<file path="config.mk">
export PLATFORM = sky130hd
export DESIGN_NAME = memshare_alloc_sched
export DESIGN_NICKNAME = d
export VERILOG_FILES = /design/src/rtl/memShare_config_pkg.sv /design/src/rtl/memshare_alloc_sched.sv
export SDC_FILE = /design/constraint.sdc
export NUM_CORES = 1
export LEC_CHECK = 0
export BUFFER_PORTS_ARGS = -buffer_cell sky130_fd_sc_hd__buf_2
export CORE_ASPECT_RATIO = 1.5
export CORE_MARGIN = 4
export CORE_UTILIZATION = 50
export DETAILED_ROUTE_END_ITERATION = 16
export HOLD_SLACK_MARGIN = 0.15
export PLACE_DENSITY_LB_ADDON = 0.05
export SLEW_MARGIN = 10
export SYNTH_ARGS = -nofsm -noshare
export SYNTH_HDL_FRONTEND = slang
export SYNTH_SLANG_ARGS = --single-unit
</file>
<file path="constraint.sdc">
create_clock -name sys_clk -period 10.4 [get_ports sys_clk]
set_input_delay 2.08 -clock sys_clk [delete_from_list [all_inputs] [get_ports sys_clk]]
set_output_delay 2.08 -clock sys_clk [all_outputs]
set_load 0.05 [all_outputs]
</file>
<file path="src/rtl/memShare_config_pkg.sv">
// rtl/memShare_config_pkg.sv - design-rule flag indices shared with the memShare monitor
package memShare_config_pkg;
    localparam int MEMSHARE_DRC_NUM = 3;
    localparam int MEMSHARE_DRC1    = 0;
    localparam int MEMSHARE_DRC2    = 1;
    localparam int MEMSHARE_DRC3    = 2;
endpackage

</file>
<file path="src/rtl/memshare_alloc_sched.sv">
// rtl/memshare_alloc_sched.sv - buffers lane request masks and emits one or two allocation sequences
module memshare_alloc_sched
    import memShare_config_pkg::*;
#(
    parameter int RQST_W     = 8,
    parameter int SEQ_CAP    = 4,
    parameter int FIFO_DEPTH = 4,
    parameter int PCYC_CNT_W = 8
) (
    input  logic                        sys_clk,
    input  logic                        rstn,
    input  logic                        in_valid_i,
    input  logic [RQST_W-1:0]           in_mask_i,
    output logic                        in_ready_o,
    output logic                        isGtr_o,
    input  logic [MEMSHARE_DRC_NUM-1:0] is_drc_i,
    input  logic                        pipeCycle_begin_i,
    output logic                        alloc_valid_o,
    output logic [RQST_W-1:0]           alloc_mask_o,
    output logic                        alloc_seq_o,
    output logic                        alloc_last_o,
    output logic                        ovf_err_o,
    output logic [PCYC_CNT_W-1:0]       pipe_cycle_cnt_o
);
    localparam int PTR_W = $clog2(FIFO_DEPTH);
    localparam int CNT_W = PTR_W + 1;

    typedef enum logic [1:0] {IDLE, SHIFT_GEN, SEQ2, BUBBLE} state_t;

    state_t                state_q, state_d;
    logic [RQST_W-1:0]     cur_q, cur_d;
    logic                  drc2_q, drc2_d;
    logic                  ovf_q, ovf_d;
    logic [PCYC_CNT_W-1:0] pcyc_q, pcyc_d;
    logic [PTR_W-1:0]      wr_ptr_q, wr_ptr_d, rd_ptr_q, rd_ptr_d;
    logic [CNT_W-1:0]      count_q, count_d;
    logic [RQST_W-1:0]     mem_q [FIFO_DEPTH];

    logic              push, pop, non_empty, full, is_gtr;
    logic [RQST_W-1:0] seq1_mask, seq2_mask;
    int                pc;
    logic              unused_drc;

    assign unused_drc = is_drc_i[MEMSHARE_DRC1] ^ is_drc_i[MEMSHARE_DRC3];
    assign non_empty  = (count_q != '0);
    assign full       = (count_q == CNT_W'(FIFO_DEPTH));
    assign in_ready_o = ~full;
    assign push       = in_valid_i & ~full;

    // Walk set bits low to high: first SEQ_CAP go to sequence 1, next SEQ_CAP to sequence 2, rest dropped.
    always_comb begin
        seq1_mask = '0;
        seq2_mask = '0;
        pc        = 0;
        for (int i = 0; i < RQST_W; i++) begin
            if (cur_q[i]) begin
                if (pc < SEQ_CAP) begin
                    seq1_mask[i] = 1'b1;
                end else if (pc < 2 * SEQ_CAP) begin
                    seq2_mask[i] = 1'b1;
                end
                pc = pc + 1;
            end
        end
        is_gtr = (pc > SEQ_CAP);
    end

    always_comb begin
        alloc_valid_o = 1'b0;
        alloc_mask_o  = '0;
        alloc_seq_o   = 1'b0;
        alloc_last_o  = 1'b0;
        isGtr_o       = 1'b0;
        case (state_q)
            SHIFT_GEN: begin
                alloc_valid_o = 1'b1;
                alloc_mask_o  = seq1_mask;
                isGtr_o       = is_gtr;
                alloc_last_o  = ~is_gtr;
            end
            SEQ2: begin
                alloc_valid_o = 1'b1;
                alloc_mask_o  = seq2_mask;
                alloc_seq_o   = 1'b1;
                alloc_last_o  = 1'b1;
            end
            default: ;
        endcase
    end

    always_comb begin
        state_d = state_q;
        pop     = 1'b0;
        case (state_q)
            IDLE: begin
                if (non_empty) begin
                    state_d = SHIFT_GEN;
                    pop     = 1'b1;
                end
            end
            SHIFT_GEN: begin
                if (is_gtr) begin
                    state_d = SEQ2;
                end else if (is_drc_i[MEMSHARE_DRC2]) begin
                    state_d = BUBBLE;
                end else if (non_empty) begin
                    state_d = SHIFT_GEN;
                    pop     = 1'b1;
                end else begin
                    state_d = IDLE;
                end
            end
            SEQ2: begin
                if (drc2_q) begin
                    state_d = BUBBLE;
                end else if (non_empty) begin
                    state_d = SHIFT_GEN;
                    pop     = 1'b1;
                end else begin
                    state_d = IDLE;
                end
            end
            default: begin
                if (non_empty) begin
                    state_d = SHIFT_GEN;
                    pop     = 1'b1;
                end else begin
                    state_d = IDLE;
                end
            end
        endcase

        case ({push, pop})
            2'b10:   count_d = count_q + CNT_W'(1);
            2'b01:   count_d = count_q - CNT_W'(1);
            default: count_d = count_q;
        endcase
        wr_ptr_d = wr_ptr_q + PTR_W'(push);
        rd_ptr_d = rd_ptr_q + PTR_W'(pop);
        cur_d    = pop ? mem_q[rd_ptr_q] : cur_q;
        drc2_d   = (state_q == SHIFT_GEN) ? is_drc_i[MEMSHARE_DRC2] : drc2_q;
        ovf_d    = ovf_q | ((state_q == SHIFT_GEN) && (pc > 2 * SEQ_CAP));
        pcyc_d   = pcyc_q + PCYC_CNT_W'(pipeCycle_begin_i);
    end

    assign ovf_err_o        = ovf_q;
    assign pipe_cycle_cnt_o = pcyc_q;

    always_ff @(posedge sys_clk or negedge rstn) begin
        if (!rstn) begin
            state_q  <= IDLE;
            cur_q    <= '0;
            drc2_q   <= 1'b0;
            ovf_q    <= 1'b0;
            pcyc_q   <= '0;
            wr_ptr_q <= '0;
            rd_ptr_q <= '0;
            count_q  <= '0;
        end else begin
            state_q  <= state_d;
            cur_q    <= cur_d;
            drc2_q   <= drc2_d;
            ovf_q    <= ovf_d;
            pcyc_q   <= pcyc_d;
            wr_ptr_q <= wr_ptr_d;
            rd_ptr_q <= rd_ptr_d;
            count_q  <= count_d;
        end
    end

    // Buffer storage carries no reset; occupancy tracking alone decides validity.
    always_ff @(posedge sys_clk) begin
        if (push) begin
            mem_q[wr_ptr_q] <= in_mask_i;
        end
    end
endmodule

</file>
==> metrics.yaml, run 1 <==
cts_resized: 0
clk_latency_ns: 0.32
skew_ns: 0.00415
min-delay-path-class: "reg2reg"
core-area_um2: 6260
grt_max_degree: 28
grt_pass1_wl_um: 9830
ys_async_sr_fraction: 0.458
synthCells: 264
relSlewSlack: 0.484
cp.required_ns: 8.32
die-height_um: 107
fp.dieW_um: 74.1
drtPass1Iterations: 4
syn_area_um2: 3280
arrival_ns: 5.71
area_growth_pct: 13.3
pin_count: 37
initial_core_util: 0.524
fin_crit_sh: 0.749
synth_edf_count: 32
drt-wirelength-per-cell_um: 15.2
hold_viol: 0
crit_slowest_cell: "dfrtp_1"
cts.clk_slew.worst_paths_ns: 0.06
avgSynthCellArea_um2: 12.4
antenna_cells: 0
root_buffer: "clkbuf_8"
synth.distinct_cells: 52
outcome: "finished, final reports clean"
crit_type: "reg2out"
htree_levels: 3
finalSetupTns_ns: 0
synthTopCellsByArea: "edfxtp_1, dfrtp_1, ha_1, mux4_2, mux2_2"
post-route-min-period_ns: 7.79
routed_wl_um: 5790
cts_buffer_depth: 2
ys_dominant_reg_cell: "edfxtp_1"
setup_viol: 0
drc: 0
synth_top_area_share: 0.293
synth-seq-cells: 59
place_hpwl_um: 4350
grt_pass1_vias: 2170
io_buffers: 34
max_freq_mhz: 128
crit_top_cell: "ha_1"
synth_warnings: 0
grt_setup_unrepaired: "false"
drt-vias-per-instance: 5.59
cts_sinks: 59
post_cts_buffers: 0
grt_use_total: 0.163
tightest_slew_ns: 0.771
die-area_um2: 7950
synth_nets: 297
antenna_left: 0
grt_antenna_before_repair: 0
start_kind: "flop"
cts_made_buffers: 9
ys_seq_area_frac: 0.499
layout-drive-gt1-share: 0.258
drt_iter0_drc: 112
vias: 2126
end_kind: "primary output"
yosys.area.top_type: "edfxtp_1"
crit_chain: "inv_1 -> ha_1 -> xor2_1 -> ha_1 -> mux2_2 -> ha_1 -> mux2_2 -> ha_1 -> nand2b_1 -> o21a_1 -> ha_1 -> mux2_2 -> ha_1 -> a2bb2oi_1 -> a211oi_1 -> a2111oi_4 -> mux2i_2 -> nand3_1 -> a21boi_0 -> buf_2"
finalMaxSlewViolations: 0
slowest_delay_ns: 0.43
ctsHoldBuffers: 0
n_fill_cell: 545
core.rowCount: 35
gp_congestion: 0.834
cts_tree: "done"
overflow: 0
nets: 334
path_max_fanout: 7
drv_cap: 0
==> cell type report <==
type | count | area [um2] | share of cell area
Sequential cell | 59 | 1640 | 0.441
Multi-Input combinational cell | 183 | 1550 | 0.418
Timing Repair Buffer | 35 | 178 | 0.0478
Clock buffer | 9 | 124 | 0.0333
Tap cell | 74 | 92.6 | 0.0249
Clock inverter | 7 | 82.6 | 0.0222
Inverter | 13 | 48.8 | 0.0131
==> layer usage <==
| metal | GRT usage | share of wire | vias up |
|---|---|---|---|
| li1 | - | - | 1051 |
| met1 | 0.183 | 0.42 | 1030 |
| met2 | 0.283 | 0.53 | 33 |
| met3 | 0.0310 | 0.033 | 12 |
| met4 | 0.0868 | 0.022 | 0 |
| met5 | 0 | 0 | - |
==> flip-flops by register name, summed over array words and instances, names as in the netlist <==
register / count
ovf_err_o: 1
cur_q: 8
state_q: 2
count_q: 3
pipe_cycle_cnt_o: 8
rd_ptr_q: 2
mem_q: 32
drc2_q: 1
wr_ptr_q: 2
==> kinds of logic after synthesis <==
family	count (synthesis)	share of synthesized area
xor+xnor	24	0.0816
compound gates	43	0.0969
mux	21	0.100
flops	59	0.499
buf+inv	22	0.0275
simple gates	77	0.124
fa+ha+maj	18	0.0710
==> path summary, 6_finish.rpt <==
| path | startpoint | to | slack, ns | depth (start not counted) |
|---|---|---|---|---|
| worst min register to register | ovf_err_o | ovf_err_o | 0.46 | 1 |
| max in group asynchronous | rstn | cur_q[6] | 8.24 | 1 |
| min in group asynchronous | rstn | pipe_cycle_cnt_o[6] | 1.76 | 1 |
| worst max register to register | cur_q[1] | count_q[2] | 4.11 | 25 |
| worst max-delay path | cur_q[1] | alloc_last_o | 2.61 | 20 |
| worst min-delay path | ovf_err_o | ovf_err_o | 0.46 | 1 |
==> worst max-delay path, delay by kind of cell, from the launching register on <==
kind | cells | cell delay (ns)
adder cells (fa/ha/maj) | 6 | 1.95
multiplexers | 4 | 1.20
AO/OA/AOI/OAI | 5 | 0.98
flip-flops | 1 | 0.43
buffers and inverters | 2 | 0.35
AND/OR/NAND/NOR | 2 | 0.30
XOR/XNOR | 1 | 0.18
==> cells in the final DEF (no fill, tap or decap), types with 4 or more instances in the layout <==
| cell | instances |
|---|---|
| buf_2 | 34 |
| edfxtp_1 | 32 |
| dfrtp_1 | 27 |
| nand2_1 | 24 |
| ha_1 | 17 |
| o21ai_0 | 16 |
| inv_1 | 13 |
| mux2_2 | 12 |
| nor2_1 | 10 |
| xor2_1 | 10 |
| xnor2_1 | 10 |
| clkbuf_8 | 9 |
| mux4_2 | 8 |
| a21oi_1 | 7 |
| nand3_1 | 7 |
| and3_1 | 6 |
| nor3_1 | 6 |
| nand2b_1 | 4 |
==> stage by stage <==
stage / instance area (um2) / std cells / util / setup WS (ns) / hold slack (ns)
2_1_floorplan: 3280 / 264 / - / 2.65 / 0.477
3_3_place_gp: 3510 / 364 / 0.560 / 3.02 / 0.451
3_5_place_dp: 3510 / 364 / 0.560 / 2.94 / 0.457
4_1_cts: 3710 / 380 / 0.593 / 2.58 / 0.472
5_1_grt: 3710 / 380 / 0.593 / 2.28 / 0.495
6_report: 3710 / 380 / 0.593 / 2.61 / 0.463
==> Yosys cell counts, drive strengths merged, types with 4 or more instances <==
cell    instances
nand3           7
xor2           11
o21ai          16
a21oi           7
xnor2          11
edfxtp         32
dfrtp          27
buf             5
nor2           10
nand2          24
mux2           12
ha             17
inv            13
and3            6
mux4            8
nand2b          4
nor3            6
clkbuf          4
Power of run 1 is left out: the tool's default activity adds up to more than one toggle a clock period on the data nets, which glitch-free logic cannot reach.
==> run 2, diff against run 1 <==
Clock period 10.4 ns to 8.18 ns, I/O delays scaled along.
==> run 2 against run 1 <==
Effect of this change:
- clock-buffer cell count grew 3
- global-route usage decreased by 0.15 points
- register-to-register slack got worse by 2.2 ns
- critical endpoint unchanged
- die area stayed put
- highest routed layer unchanged
==> metrics.yaml, run 2 (synthesis gave the netlist of run 1 again) <==
outcome: "finished, final reports clean"
overflow: 0  # unchanged
layout-drive-gt1-share: 0.248  # -0.00980
place_hpwl_um: 4440  # +2.1%
drtPass1Iterations: 4  # unchanged
grt_pass1_wl_um: 9750  # -0.84%
largest-register: "mem_q"
max_freq_mhz: 137
nets: 334  # unchanged
end_kind: "primary output"
area_growth_pct: 11.6
cts_tree: "done"
pin_count: 37  # unchanged
finalSetupTns_ns: 0  # unchanged
grt_use_total: 0.161  # -0.00154
drc: 0  # unchanged
root_buffer: "clkbuf_8"
routed_wl_um: 5820  # +0.55%
start_kind: "flop"
skew_ns: 0.00740  # +0.00324 ns
core.rowCount: 35  # unchanged
final_common_cell: "buf_2"
hold_viol: 0  # unchanged
fp.dieW_um: 74.1  # unchanged
grt_setup_unrepaired: "false"
die-area_um2: 7950  # unchanged
post_cts_buffers: 0  # unchanged
drv_cap: 0  # unchanged
core-area_um2: 6260  # unchanged
cts_sinks: 59  # unchanged
largest_register_ffs: 32  # unchanged
cts_buffer_depth: 2  # unchanged
grt_antenna_before_repair: 0  # unchanged
final_cell_mix: "buf_2, edfxtp_1, dfrtp_1"
post-route-min-period_ns: 7.32
ctsHoldBuffers: 0  # unchanged
setup_viol: 0  # unchanged
grt_max_degree: 28  # unchanged
antenna_left: 0  # unchanged
arrival_ns: 5.69  # -0.02 ns
tightest_slew_ns: 0.736  # -0.0349 ns
fin_crit_sh: 0.895
gp_congestion: 0.839  # +0.59%
path_max_fanout: 7  # unchanged
grt_pass1_vias: 2080  # -4.1%
htree_levels: 3  # unchanged
finalMaxSlewViolations: 0  # unchanged
rrSetupSlack_ns: 1.91  # -2.20 ns
initial_core_util: 0.524  # unchanged
io_buffers: 34  # unchanged
drt_iter0_drc: 76  # -32%
cts_resized: 0  # unchanged
antenna_cells: 0  # unchanged
drt-wirelength-per-cell_um: 15.3  # +0.55%
clk_latency_ns: 0.32  # about the same
cts.clk_slew.worst_paths_ns: 0.06  # about the same
relSlewSlack: 0.508  # +0.0234
min-delay-path-class: "reg2reg"
cts_made_buffers: 9  # unchanged
crit_type: "reg2out"
vias: 2129  # +0.14%
drt-vias-per-instance: 5.60  # +0.14%
cp.required_ns: 6.54  # -1.78 ns
die-height_um: 107  # unchanged
==> run 2: cell types whose count changed in the layout (fill, tap and decap cells not counted), sizes merged <==
cell	delta
bufinv	-2
clkbuf	+3
clkinv	-1
==> run 2: through the flow <==
step / area, um2 / hold WS (ns) / worst slack [ns] / util / instances
2_1_floorplan: 3280 / 0.477 / 0.873 / - / 264
3_3_place_gp: 3510 / 0.451 / 1.25 / 0.560 / 364
3_5_place_dp: 3510 / 0.453 / 1.17 / 0.560 / 364
4_1_cts: 3660 / 0.467 / 0.808 / 0.585 / 380
5_1_grt: 3660 / 0.481 / 0.543 / 0.585 / 380
6_report: 3660 / 0.462 / 0.858 / 0.585 / 380
==> run 2: metal layers <==
layer / vias up / GRT usage / routed length (um)
met3: 7 / 0.0432 / 185
met1: 1034 / 0.176 / 2370
li1: 1055 / - / -
met2: 33 / 0.286 / 3170
met5: - / 0 / 0
met4: 0 / 0.0674 / 99
==> run 2: cell type report <==
type                       instances  area, um2
fill                             545       2600
sequential                        59       1640
multi-input combinational        183       1550
timing repair buffer              35        178
clock buffer                      12        135
tap                               74       92.6
inverter                          13       48.8
clock inverter                     4       17.5
==> run 2: path summary, 6_finish.rpt <==
check / from / cells past startpoint / end
setup / recovery: cur_q[0] / 20 / alloc_last_o
hold / removal: ovf_err_o / 1 / ovf_err_o
setup reg to reg: cur_q[0] / 25 / count_q[2]
hold reg to reg: ovf_err_o / 1 / ovf_err_o
max in group asynchronous: rstn / 1 / cur_q[4]
min in group asynchronous: rstn / 1 / pipe_cycle_cnt_o[6]
==> run 2: critical path, cell delays in order (launching register included) <==
cell       delay [ns]
dfrtp_1          0.41
inv_1            0.06
ha_1             0.40
xor2_1           0.18
ha_1             0.33
mux2_2           0.30
ha_1             0.32
mux2_2           0.28
ha_1             0.28
nand2b_1         0.16
o21a_1           0.14
ha_1             0.28
mux2_2           0.33
ha_1             0.35
a2bb2oi_1        0.16
a211oi_1         0.36
a2111oi_4        0.10
mux2i_2          0.29
nand3_1          0.15
a21boi_0         0.20
buf_2            0.28
Power of run 2 is left out for the same reason.
==> run 3, diff against run 2 <==
==> constraint.sdc (replaced) <==
create_clock -name sys_clk -period 8.18 [get_ports sys_clk]
set_input_delay 1.227 -clock sys_clk [delete_from_list [all_inputs] [get_ports sys_clk]]
set_output_delay 1.227 -clock sys_clk [all_outputs]
set_load 0.05 [all_outputs]
==> run 3 against run 2 <==
Effect of this change:
- critical path depth unchanged
- non-clock buffer count unchanged
- global-route usage up 0.20 points
- design area up 0.82%
- highest routed layer unchanged
- sequential cell count unchanged
- worst hold slack worse by 0.0019 ns
==> metrics.yaml, run 3 (synthesis gave the netlist of run 1 again) <==
drtPass1Iterations: 4  # unchanged
grt_use_total: 0.163  # +0.00197
cts_buffer_depth: 2  # unchanged
arrival_ns: 5.71  # +0.02 ns
path_max_fanout: 7  # unchanged
grt_setup_unrepaired: "false"
placed_cells: 364  # unchanged
clk_latency_ns: 0.32  # about the same
crit_type: "reg2out"
drt-vias-per-instance: 5.52  # -1.5%
post_cts_buffers: 0  # unchanged
drt-wirelength-per-cell_um: 15.4  # +0.83%
cp.required_ns: 6.95  # +0.41 ns
final_cell_mix: "buf_2, edfxtp_1, dfrtp_1"
initial_core_util: 0.524  # unchanged
cts_resized: 0  # unchanged
htree_levels: 3  # unchanged
fp.dieW_um: 74.1  # unchanged
die-area_um2: 7950  # unchanged
cts_made_buffers: 9  # unchanged
finalSetupTns_ns: 0  # unchanged
end_kind: "primary output"
final_cells: 380  # unchanged
largest_register_ffs: 32  # unchanged
skew_ns: 0.00313  # -0.00427 ns
root_buffer: "clkbuf_8"
ctsHoldBuffers: 0  # unchanged
io_buffers: 34  # unchanged
drv_cap: 0  # unchanged
cts_sinks: 59  # unchanged
nets: 334  # unchanged
cts_tree: "done"
final_common_cell: "buf_2"
core.rowCount: 35  # unchanged
overflow: 0  # unchanged
place_hpwl_um: 4400  # -0.89%
grt_pass1_vias: 2127  # +2.3%
drc: 0  # unchanged
hold_viol: 0  # unchanged
grt_antenna_before_repair: 0  # unchanged
antenna_left: 0  # unchanged
die-height_um: 107  # unchanged
n_fill_cell: 555  # +1.8%
gp_congestion: 0.839  # about the same
cts.clk_slew.worst_paths_ns: 0.06  # about the same
fin_crit_sh: 0.847  # -0.0476
layout-drive-gt1-share: 0.255  # +0.00654
vias: 2098  # -1.5%
drt_iter0_drc: 92  # +21%
pin_count: 37  # unchanged
routed_wl_um: 5870  # +0.83%
core-area_um2: 6260  # unchanged
finalMaxSlewViolations: 0  # unchanged
tightest_slew_ns: 0.768  # +0.0320 ns
antenna_cells: 0  # unchanged
area_growth_pct: 12.6
min-delay-path-class: "reg2reg"
max_freq_mhz: 144  # +5.6%
outcome: "finished, final reports clean"
largest-register: "mem_q"
relSlewSlack: 0.486  # -0.0215
start_kind: "flop"
grt_pass1_wl_um: 9850  # +1.1%
setup_viol: 0  # unchanged
grt_max_degree: 28  # unchanged
post-route-min-period_ns: 6.93  # -0.390 ns
## run 3: changes by cell type in the layout (fill, tap and decap cells not counted), sizes merged
cell      change
clkinv        +1
clkbuf        -3
bufinv        +1
clkinvlp      +1
## run 3: worst paths after layout
| check | endpoint | slack, ns | from | cells past startpoint |
|---|---|---|---|---|
| max in group asynchronous | cur_q[1] | 6.86 | rstn | 1 |
| min in group asynchronous | pipe_cycle_cnt_o[3] | 0.91 | rstn | 1 |
| max | alloc_last_o | 1.25 | cur_q[0] | 20 |
| min reg2reg | ovf_err_o | 0.46 | ovf_err_o | 1 |
| max reg2reg | count_q[2] | 1.89 | cur_q[0] | 25 |
| min | ovf_err_o | 0.46 | ovf_err_o | 1 |
## run 3: cell type report
cell class / instances / area, um2 / share of cell area
inverters: 13 / 48.8 / 0.0132
clock buffers: 9 / 124 / 0.0336
repair buffers: 35 / 178 / 0.0481
flip-flops and latches: 59 / 1640 / 0.443
well taps: 74 / 92.6 / 0.0251
multi-input cells: 183 / 1550 / 0.421
clock inverters: 7 / 58.8 / 0.0159
## run 3: critical path: stages, from the launching register on
cell and delay [ns]:
dfrtp_1 0.41, inv_1 0.06, ha_1 0.39, xor2_1 0.18, ha_1 0.33, mux2_2 0.29
ha_1 0.32, mux2_2 0.28, ha_1 0.28, nand2b_1 0.15, o21a_1 0.14, ha_1 0.28
mux2_2 0.33, ha_1 0.35, a2bb2oi_1 0.16, a211oi_1 0.36, a2111oi_4 0.10, mux2i_2 0.30
nand3_1 0.14, a21boi_0 0.21, buf_2 0.29
## run 3: metrics by stage
stage	util	hold slack [ns]	area (um2)	worst slack, ns
after floorplan	-	0.477	3280	1.28
final	0.589	0.461	3690	1.25
after global placement	0.560	0.451	3510	1.66
after CTS	0.589	0.467	3690	1.22
after detailed placement	0.560	0.453	3510	1.58
after global routing	0.589	0.482	3690	0.925
## run 3: metal layers
layer | global-route usage | routed length, um | vias up
met5 | 0 | 0 | -
met4 | 0.0777 | 152 | 0
met3 | 0.0366 | 207 | 13
met2 | 0.287 | 3100 | 36
met1 | 0.181 | 2400 | 1001
li1 | - | - | 1048
Power of run 3 is left out for the same reason.
